**src/rtl/rcon_seq.sv**
```systemverilog
// Sequential AES round-constant generator: holds the current Rcon byte and steps it by GF(2^8)
// doubling (or halving in inverse mode, built only when RCON_INVERSE_EN is defined).
module rcon_seq #(
  parameter int unsigned ROUNDS    = 10,
  parameter int unsigned WORD_SIZE = 32
) (
  input  logic                     clk,
  input  logic                     rst,
  input  logic                     load,
  input  logic                     dir,
  input  logic                     step,
  output logic [$clog2(ROUNDS):0]  round,
  output logic [WORD_SIZE-1:0]     rcon,
  output logic                     valid,
  output logic                     last,
  output logic                     done
);

  localparam int unsigned RW = $clog2(ROUNDS) + 1;

  typedef enum logic [0:0] {StIdle, StRun} state_e;

  state_e         state;
  logic [7:0]     rc;
  logic [RW-1:0]  rnd;
  logic           dr;
  logic [7:0]     rc_init;
  logic [7:0]     rc_back;
  logic [RW-1:0]  rnd_init;

  function automatic logic [7:0] fwd_step(input logic [7:0] b);
    return {b[6:0], 1'b0} ^ (b[7] ? 8'h1B : 8'h00);
  endfunction

`ifdef RCON_INVERSE_EN
  function automatic logic [7:0] rc_last_calc();
    logic [7:0] b;
    b = 8'h01;
    for (int unsigned i = 1; i < ROUNDS; i++) begin
      b = fwd_step(b);
    end
    return b;
  endfunction

  localparam logic [7:0] RC_LAST = rc_last_calc();

  // Direction is captured with load and held for the whole sequence.
  always_ff @(posedge clk) begin
    if (rst) begin
      dr <= 1'b0;
    end else if (load) begin
      dr <= dir;
    end else if (step && last) begin
      dr <= 1'b0;
    end
  end

  assign rc_init  = dir ? RC_LAST : 8'h01;
  assign rnd_init = dir ? RW'(ROUNDS) : RW'(1);
  assign rc_back  = rc[0] ? (((rc ^ 8'h1B) >> 1) | 8'h80) : (rc >> 1);
`else
  logic unused_dir;

  assign unused_dir = dir;
  assign dr         = 1'b0;
  assign rc_init    = 8'h01;
  assign rnd_init   = RW'(1);
  assign rc_back    = rc;
`endif

  always_ff @(posedge clk) begin
    if (rst) begin
      state <= StIdle;
      rc    <= 8'h00;
      rnd   <= '0;
      done  <= 1'b0;
    end else begin
      done <= 1'b0;
      if (load) begin
        // Restart wins over step and silently aborts any running sequence.
        state <= StRun;
        rc    <= rc_init;
        rnd   <= rnd_init;
      end else if (step && state == StRun) begin
        if (last) begin
          state <= StIdle;
          rc    <= 8'h00;
          rnd   <= '0;
          done  <= 1'b1;
        end else if (dr) begin
          rc  <= rc_back;
          rnd <= rnd - RW'(1);
        end else begin
          rc  <= fwd_step(rc);
          rnd <= rnd + RW'(1);
        end
      end
    end
  end

  assign valid = (state == StRun);
  assign round = valid ? rnd : '0;
  assign rcon  = valid ? (WORD_SIZE'(rc) << (WORD_SIZE - 8)) : '0;
  assign last  = valid && (dr ? (rnd == RW'(1)) : (rnd == RW'(ROUNDS)));

endmodule
```
**config.mk**
```make
export PLATFORM = sky130hd
export DESIGN_NAME = rcon_seq
export DESIGN_NICKNAME = d
export VERILOG_FILES = /design/src/rtl/rcon_seq.sv
export SDC_FILE = /design/constraint.sdc
export NUM_CORES = 1
export LEC_CHECK = 0
export CAP_MARGIN = 20
export CORE_ASPECT_RATIO = 1.5
export CORE_UTILIZATION = 43
export DETAILED_ROUTE_END_ITERATION = 8
export GPL_TIMING_DRIVEN = 0
export PLACE_DENSITY = 0.82
export SYNTH_ARGS = -nofsm -noshare
export SYNTH_HDL_FRONTEND = slang
export SYNTH_SLANG_ARGS = --single-unit
export TNS_END_PERCENT = 1
```
**constraint.sdc**
```tcl
create_clock -name clk -period 4 [get_ports clk]
set_clock_uncertainty 0.05 [all_clocks]
set_input_delay 0.6 -clock clk [delete_from_list [all_inputs] [get_ports clk]]
set_output_delay 0.6 -clock clk [all_outputs]
set_load 0.01 [all_outputs]
```
After elaboration in Yosys (flattened, before gate mapping):

Index checks and enable logic that the tools add are counted.
Widths: inputs -> output; s select.

* flip-flop bits (word level): 15
* word-level logic and storage cells: 30

* add/sub/neg operators: 1
* equality and inequality tests: 1
* multiplexer cells: 13
* bitwise gates (word level): 2
* reductions and logical operators: 7

Operators by type and width (count)
* $mux 32: 1
* $mux 5: 3
* $mux 1: 8
* $mux 8: 1
* $xor 8x5->8: 1
* $add 5x1->5 const B: 1
* $eq 5x4->1 const B: 1
* $reduce_bool 2->1: 2
* $reduce_or 3->1: 1
* $logic_and 1x1->1: 2
* $reduce_and 2->1: 1
* $reduce_or 2->1: 1
* $not 1->1: 1

Depth between registers and ports, before layout:

Gate-level depths: netlist (run 1).

* depth after elaboration: 5
* gate-level depth with buffers: 5
* gate-level depth less buffers: 5

Worst setup path before layout (run 1):

Ideal clock, no wire load.

* path type: reg2out
* start: reg rnd[0]
* end: out last
* arrival: 1.162 ns
* slack: 2.188 ns
* stages on the path, launching flop included: 5
* path buffers: 0
* cell sequence: dfxtp_1 > inv_1 > ha_1 > or3b_1 > nor2_1

* cells in the longest elaborated chain, start to end: 2

Ends and longest elaborated chain
* from (decl): line 25 `logic [RW-1:0] rnd;`
* from (signal assigned): line 83 `rnd <= rnd_init;`
* from (signal assigned): line 92 `rnd <= rnd - RW'(1);`
* from (signal assigned): line 95 `rnd <= rnd + RW'(1);`
* $eq 5x4->1: line 104 `assign last = valid && (dr ? (rnd == RW'(1)) : (rnd == RW'(ROUNDS)));`
* $logic_and 1x1->1: line 104
* to (decl): line 15 `output logic last,`

No other way between the ends.

Worst setup path in the final report (run 1):

* start: reg state (netlist: valid)
* end: out last

* cells in the longest elaborated chain, start to end: 1

Ends and longest elaborated chain
* from (decl): line 23 `state_e state;`
* from (signal assigned): line 73 `state <= StIdle;`
* from (signal assigned): line 81 `state <= StRun;`
* from (signal assigned): line 86 `state <= StIdle;`
* $logic_and 1x1->1: line 104

No other way between the ends.

==> run metrics, run 1 <==
clock tree sinks=15; number of DRC markers in iteration 0=21; Hold Startpoint=rc[4]; post-DP HPWL=1470 um; crit path max fanout=10; Clock Tree Buf Depth=2; total power=293 uW; Main synth FF type=dfxtp_1; Worst Path Buf+Inv=3; crit-path max cell delay=0.53 ns; first-pass GRT wire length=2810 um; Critical Path Slowest Stage Cell=clkdlybuf4s50_1; leakage power=0.000602 uW; GP Congestion=0.743; Ys Warns=0; RSZ-0062 raised after global routing=no; Vias per Instance=4.54; crit path launch type=flop; cts repair resizes=0; Row Count=20; crit path cell chain=buf_2 > clkbuf_1 > nand2_1 > nor2_1 > clkdlybuf4s50_1; fin crit share=0.671; Hold Path End=rc[4]; pin count of the biggest net entering global routing=11; # H-tree levels=1; r2r setup slk=2.41 ns; CP endpoint kind=primary output; Worst R2R Start=rnd[1]; Period minus WS final=2.69 ns; final hold violations=0; kind of critical path=reg -> out; CP arrival=2.04 ns; clock-pin slew on the worst setup and hold paths=0.08 ns; post-synth cell types=27; delay-heaviest family, CP=buffers and inverters; status=complete, no violations; Antenna Nets Post-Route=0; R2R Path End=rnd[3]; diode count=0; maximum VDD drop=0.000135 V; async set-reset flop share out of synthesis=0; detailed-route DRC error count=0; GR Overflow Total=0; worst min-delay path class=reg -> reg; Final setup viols=0; fin util=0.622; die width=40.5 um; WL/cell=10.4 um; layout cells sized above 1=0.194; Hold Crit Depth=1; post-synthesis instance total=115; register area share after synthesis=0.314; Total Wirelength=1890 um; Reg2Reg Depth=4; hold_buf cts=0; post-synthesis average cell area=8.31 um^2; clock latency on the worst-skew pair=0.28 ns; first-pass detailed-route iteration total=4; synthesized area=956 um^2; synthesis-to-finish area growth=33.5%; root buffer cell=clkbuf_4; Vias=826; #FFs+latches synth=15; upper clock frequency limit=0.372 GHz; Post-synth EDFFs=0; Post-layout nets=168; Final Max Slew Viols=0; total CTS buffers=3; IO Port Bufs=18; post-CTS setup buffers=0; aggregate global-route resource usage=0.169; PwrDens=230 nW/um^2; Core Area=2050 um^2; I/O pin total=45; TritonCTS clock tree=built; vias in the first global route=683; die area=2420 um^2; Initial Util=0.466; Worst EP required=3.35 ns; max cap viols=0; Die H=59.7 um; setup_tns=0 ns; initial antenna violation count=0
cell usage after synthesis, types with 4 or more instances:
cell type,n,area (um^2)
nor2_1,7,26.3
a22oi_1,4,30.0
a21oi_1,8,40.0
nand2_1,4,15.0
buf_4,25,188
and3_1,4,25.0
inv_1,4,15.0
dfxtp_1,15,300
xor2_1,4,35.0
and2_1,11,68.8
layout make-up:
class	instances	area, um^2
multi-input combinational	90	523
timing repair buffer	18	180
clock buffer	4	26.3
tap	22	27.5
inverter	4	15.0
buffer	29	204
fill	197	776
sequential	15	300
cells in the final DEF, fill, tap and decap left out, drive strengths merged, types with 3 or more instances in the layout:
cell type,instances
clkbuf,7
xor2,4
dfxtp,15
and2,11
nand2,5
o21ai,4
a32o,3
nor2,7
nand3,3
inv,4
clkdlybuf4s50,18
and3,4
a22oi,4
conb,24
a21oi,8
buf,26
stage by stage:
stage / worst slack (ns) / hold WS (ns) / area [um^2] / instances
2_1_floorplan: 2.19 / 0.398 / 1040 / 138
3_3_place_gp: 1.61 / 0.431 / 1250 / 178
3_5_place_dp: 1.61 / 0.432 / 1250 / 178
4_1_cts: 1.30 / 0.452 / 1280 / 182
5_1_grt: 1.12 / 0.460 / 1280 / 182
6_report: 1.31 / 0.452 / 1280 / 182
sequential cells by signal, indices dropped and copies added, names as in the netlist:
register	cells
rc	8
rnd	5
done	1
valid	1
power by group:
group | switching, uW | internal, uW | total (uW)
Clock | 46.4 | 38.7 | 85.1
Combinational | 27.8 | 25.6 | 53.4
Sequential | 3.14 | 152 | 155
per-layer routing:
layer | GRT usage | wire [um]
met1 | 0.186 | 728
met2 | 0.288 | 1040
met3 | 0.0335 | 80
met4 | 0.0857 | 33
met5 | 0 | 0
cell families (layout without fill, tap and decap cells):
| group | Yosys count | after routing | synth area share |
|---|---|---|---|
| AOI/OAI and AO/OA | 20 | 20 | 0.135 |
| xor gates and xnor gates | 4 | 4 | 0.0366 |
| adders and majority gates | 2 | 2 | 0.0262 |
| buffers and inverters | 33 | 55 | 0.229 |
| DFF | 15 | 15 | 0.314 |
| other | 1 | 24 | 0.00392 |
| and+or+nand+nor | 40 | 40 | 0.255 |
worst max path at each step:
stage	start	endpoint	slack (ns)	cells past startpoint
floorplan	rnd[0]	last	2.19	4
finish	valid	last	1.31	5
global route	valid	last	1.12	5
detailed placement	valid	last	1.61	5
CTS	valid	last	1.30	5
global placement	valid	last	1.61	5
(Power assumes the default switching activity.)
==> inputs of run 2 (changes only) <==
--- a/config.mk
+++ b/config.mk
@@ -7,10 +7,10 @@
 export LEC_CHECK = 0
 export CAP_MARGIN = 20
 export CORE_ASPECT_RATIO = 1.5
-export CORE_UTILIZATION = 43
+export CORE_UTILIZATION = 36
 export DETAILED_ROUTE_END_ITERATION = 8
 export GPL_TIMING_DRIVEN = 0
-export PLACE_DENSITY = 0.82
+export PLACE_DENSITY = 0.73
 export SYNTH_ARGS = -nofsm -noshare
 export SYNTH_HDL_FRONTEND = slang
 export SYNTH_SLANG_ARGS = --single-unit
==> constraint.sdc (replaced) <==
create_clock -name clk -period 2.4 [get_ports clk]
set_clock_uncertainty 0.05 [all_clocks]
set_input_delay 0.36 -clock clk [delete_from_list [all_inputs] [get_ports clk]]
set_output_delay 0.36 -clock clk [all_outputs]
set_load 0.01 [all_outputs]
==> run 2 against run 1 <==
Compared with the run above: the flow now finishes with violations (DRC); via count down 0.73%; clock power up 69%; sequential power up 66%; final area increased by 0.49%; utilization is 10 points lower; critical path depth shrank 2; flip-flop and latch count unchanged; die area grew 19%.
==> run metrics, run 2 (synthesis gave the netlist of run 1 again) <==
crit path launch type=flop; GP Congestion=0.843; Worst Path Buf+Inv=2; crit path max fanout=19; hold_buf cts=0; pin count of the biggest net entering global routing=20; die area=2870 um^2; IO Port Bufs=18; aggregate global-route resource usage=0.147; crit path cell chain=buf_2 > and2_1 > clkdlybuf4s50_1; I/O pin total=45; Row Count=22; detailed-route DRC error count=5; max cap viols=0; CP endpoint kind=primary output; layout cells sized above 1=0.208; most common cell after layout, fill and taps aside=buf_4; Core Area=2480 um^2; RSZ-0062 raised after global routing=no; setup_tns=0 ns; Final Max Slew Viols=0; number of DRC markers in iteration 0=26; Total Wirelength=1870 um; diode count=0; Worst EP required=1.99 ns; delay-heaviest family, CP=buffers and inverters; clock latency on the worst-skew pair=0.28 ns; Die H=65.1 um; Vias per Instance=4.48; fin crit share=0.901; total power=490 uW; commonest non-fill, non-tap cells in the layout=buf_4, conb_1, clkdlybuf4s50_1, dfxtp_1, and2_1; Antenna Nets Post-Route=0; Critical Path Slowest Stage Cell=clkdlybuf4s50_1; Biggest register=rc; r2r setup slk=0.83 ns; violated checks=DRC; maximum VDD drop=0.000367 V; TritonCTS clock tree=built; Final setup viols=0; PwrDens=382 nW/um^2; Clock Tree Buf Depth=2; total CTS buffers=3; clock tree sinks=15; biggest regs=rc (8), rnd (5); final hold violations=0; filler cell count=254; first-pass GRT wire length=3200 um; die width=44.1 um; leakage power=0.000621 uW; first-pass detailed-route iteration total=6; root buffer cell=clkbuf_4; max FFs per register=8; synthesis-to-finish area growth=34.2%; WL/cell=10.2 um; crit-path max cell delay=0.53 ns; clock-pin slew on the worst setup and hold paths=0.09 ns; kind of critical path=reg -> out; CP arrival=1.75 ns; post-DP HPWL=1500 um; Post-layout nets=167; worst min-delay path class=in -> reg; vias in the first global route=778; Initial Util=0.386; initial antenna violation count=0; # H-tree levels=1; Vias=820; status=finished with violations; post-CTS setup buffers=0; upper clock frequency limit=0.463 GHz; GR Overflow Total=0; Period minus WS final=2.16 ns
run 2: timing repair:
action,in CTS,in global routing
endpoints found under the setup margin,11,1
pin swaps,0,0
cloned,0,0
resized for setup,2,1
run 2: area by class of cell:
cell class,count,area (um^2),area share
multi-input combinational,90,528,0.412
sequential,15,300,0.234
buffer,28,200,0.156
timing repair buffer,18,183,0.142
tap,24,30.0,0.0234
clock buffer,4,26.3,0.0205
inverter,4,15.0,0.0117
run 2: metrics by stage:
step / cells / hold WS (ns) / utilization / setup slack (ns) / instance area (um^2)
global route: 183 / 0.375 / 0.518 / 0.111 / 1280
global placement: 180 / 0.432 / 0.506 / 0.231 / 1250
floorplan: 138 / 0.379 / - / 0.828 / 1040
detailed placement: 180 / 0.442 / 0.506 / 0.203 / 1250
CTS: 183 / 0.365 / 0.517 / 0.00943 / 1280
finish: 183 / 0.371 / 0.518 / 0.238 / 1280
run 2: final timing paths:
check,startpoint,endpoint,cells after the start
max,valid,rcon[28],3
min,step,rnd[0],3
max reg2reg,rnd[0],rnd[2],5
min reg2reg,rc[4],rc[4],1
run 2: power breakdown:
group          internal (uW)  switching (uW)
sequential               253            5.02
clock                   64.5            79.5
combinational           42.4            46.0
total                    360             131
run 2: routing by layer:
metal / vias up / share of wire / track usage
met1: 362 / 0.42 / 0.165
met2: 26 / 0.51 / 0.246
met3: 6 / 0.046 / 0.0275
li1: 426 / - / -
met4: 0 / 0.031 / 0.0909
met5: - / 0 / 0
run 2: tightest hold or removal path: stages:
cell and delay, ns:
buf_4 0.15, nand4_1 0.10, a21oi_1 0.05
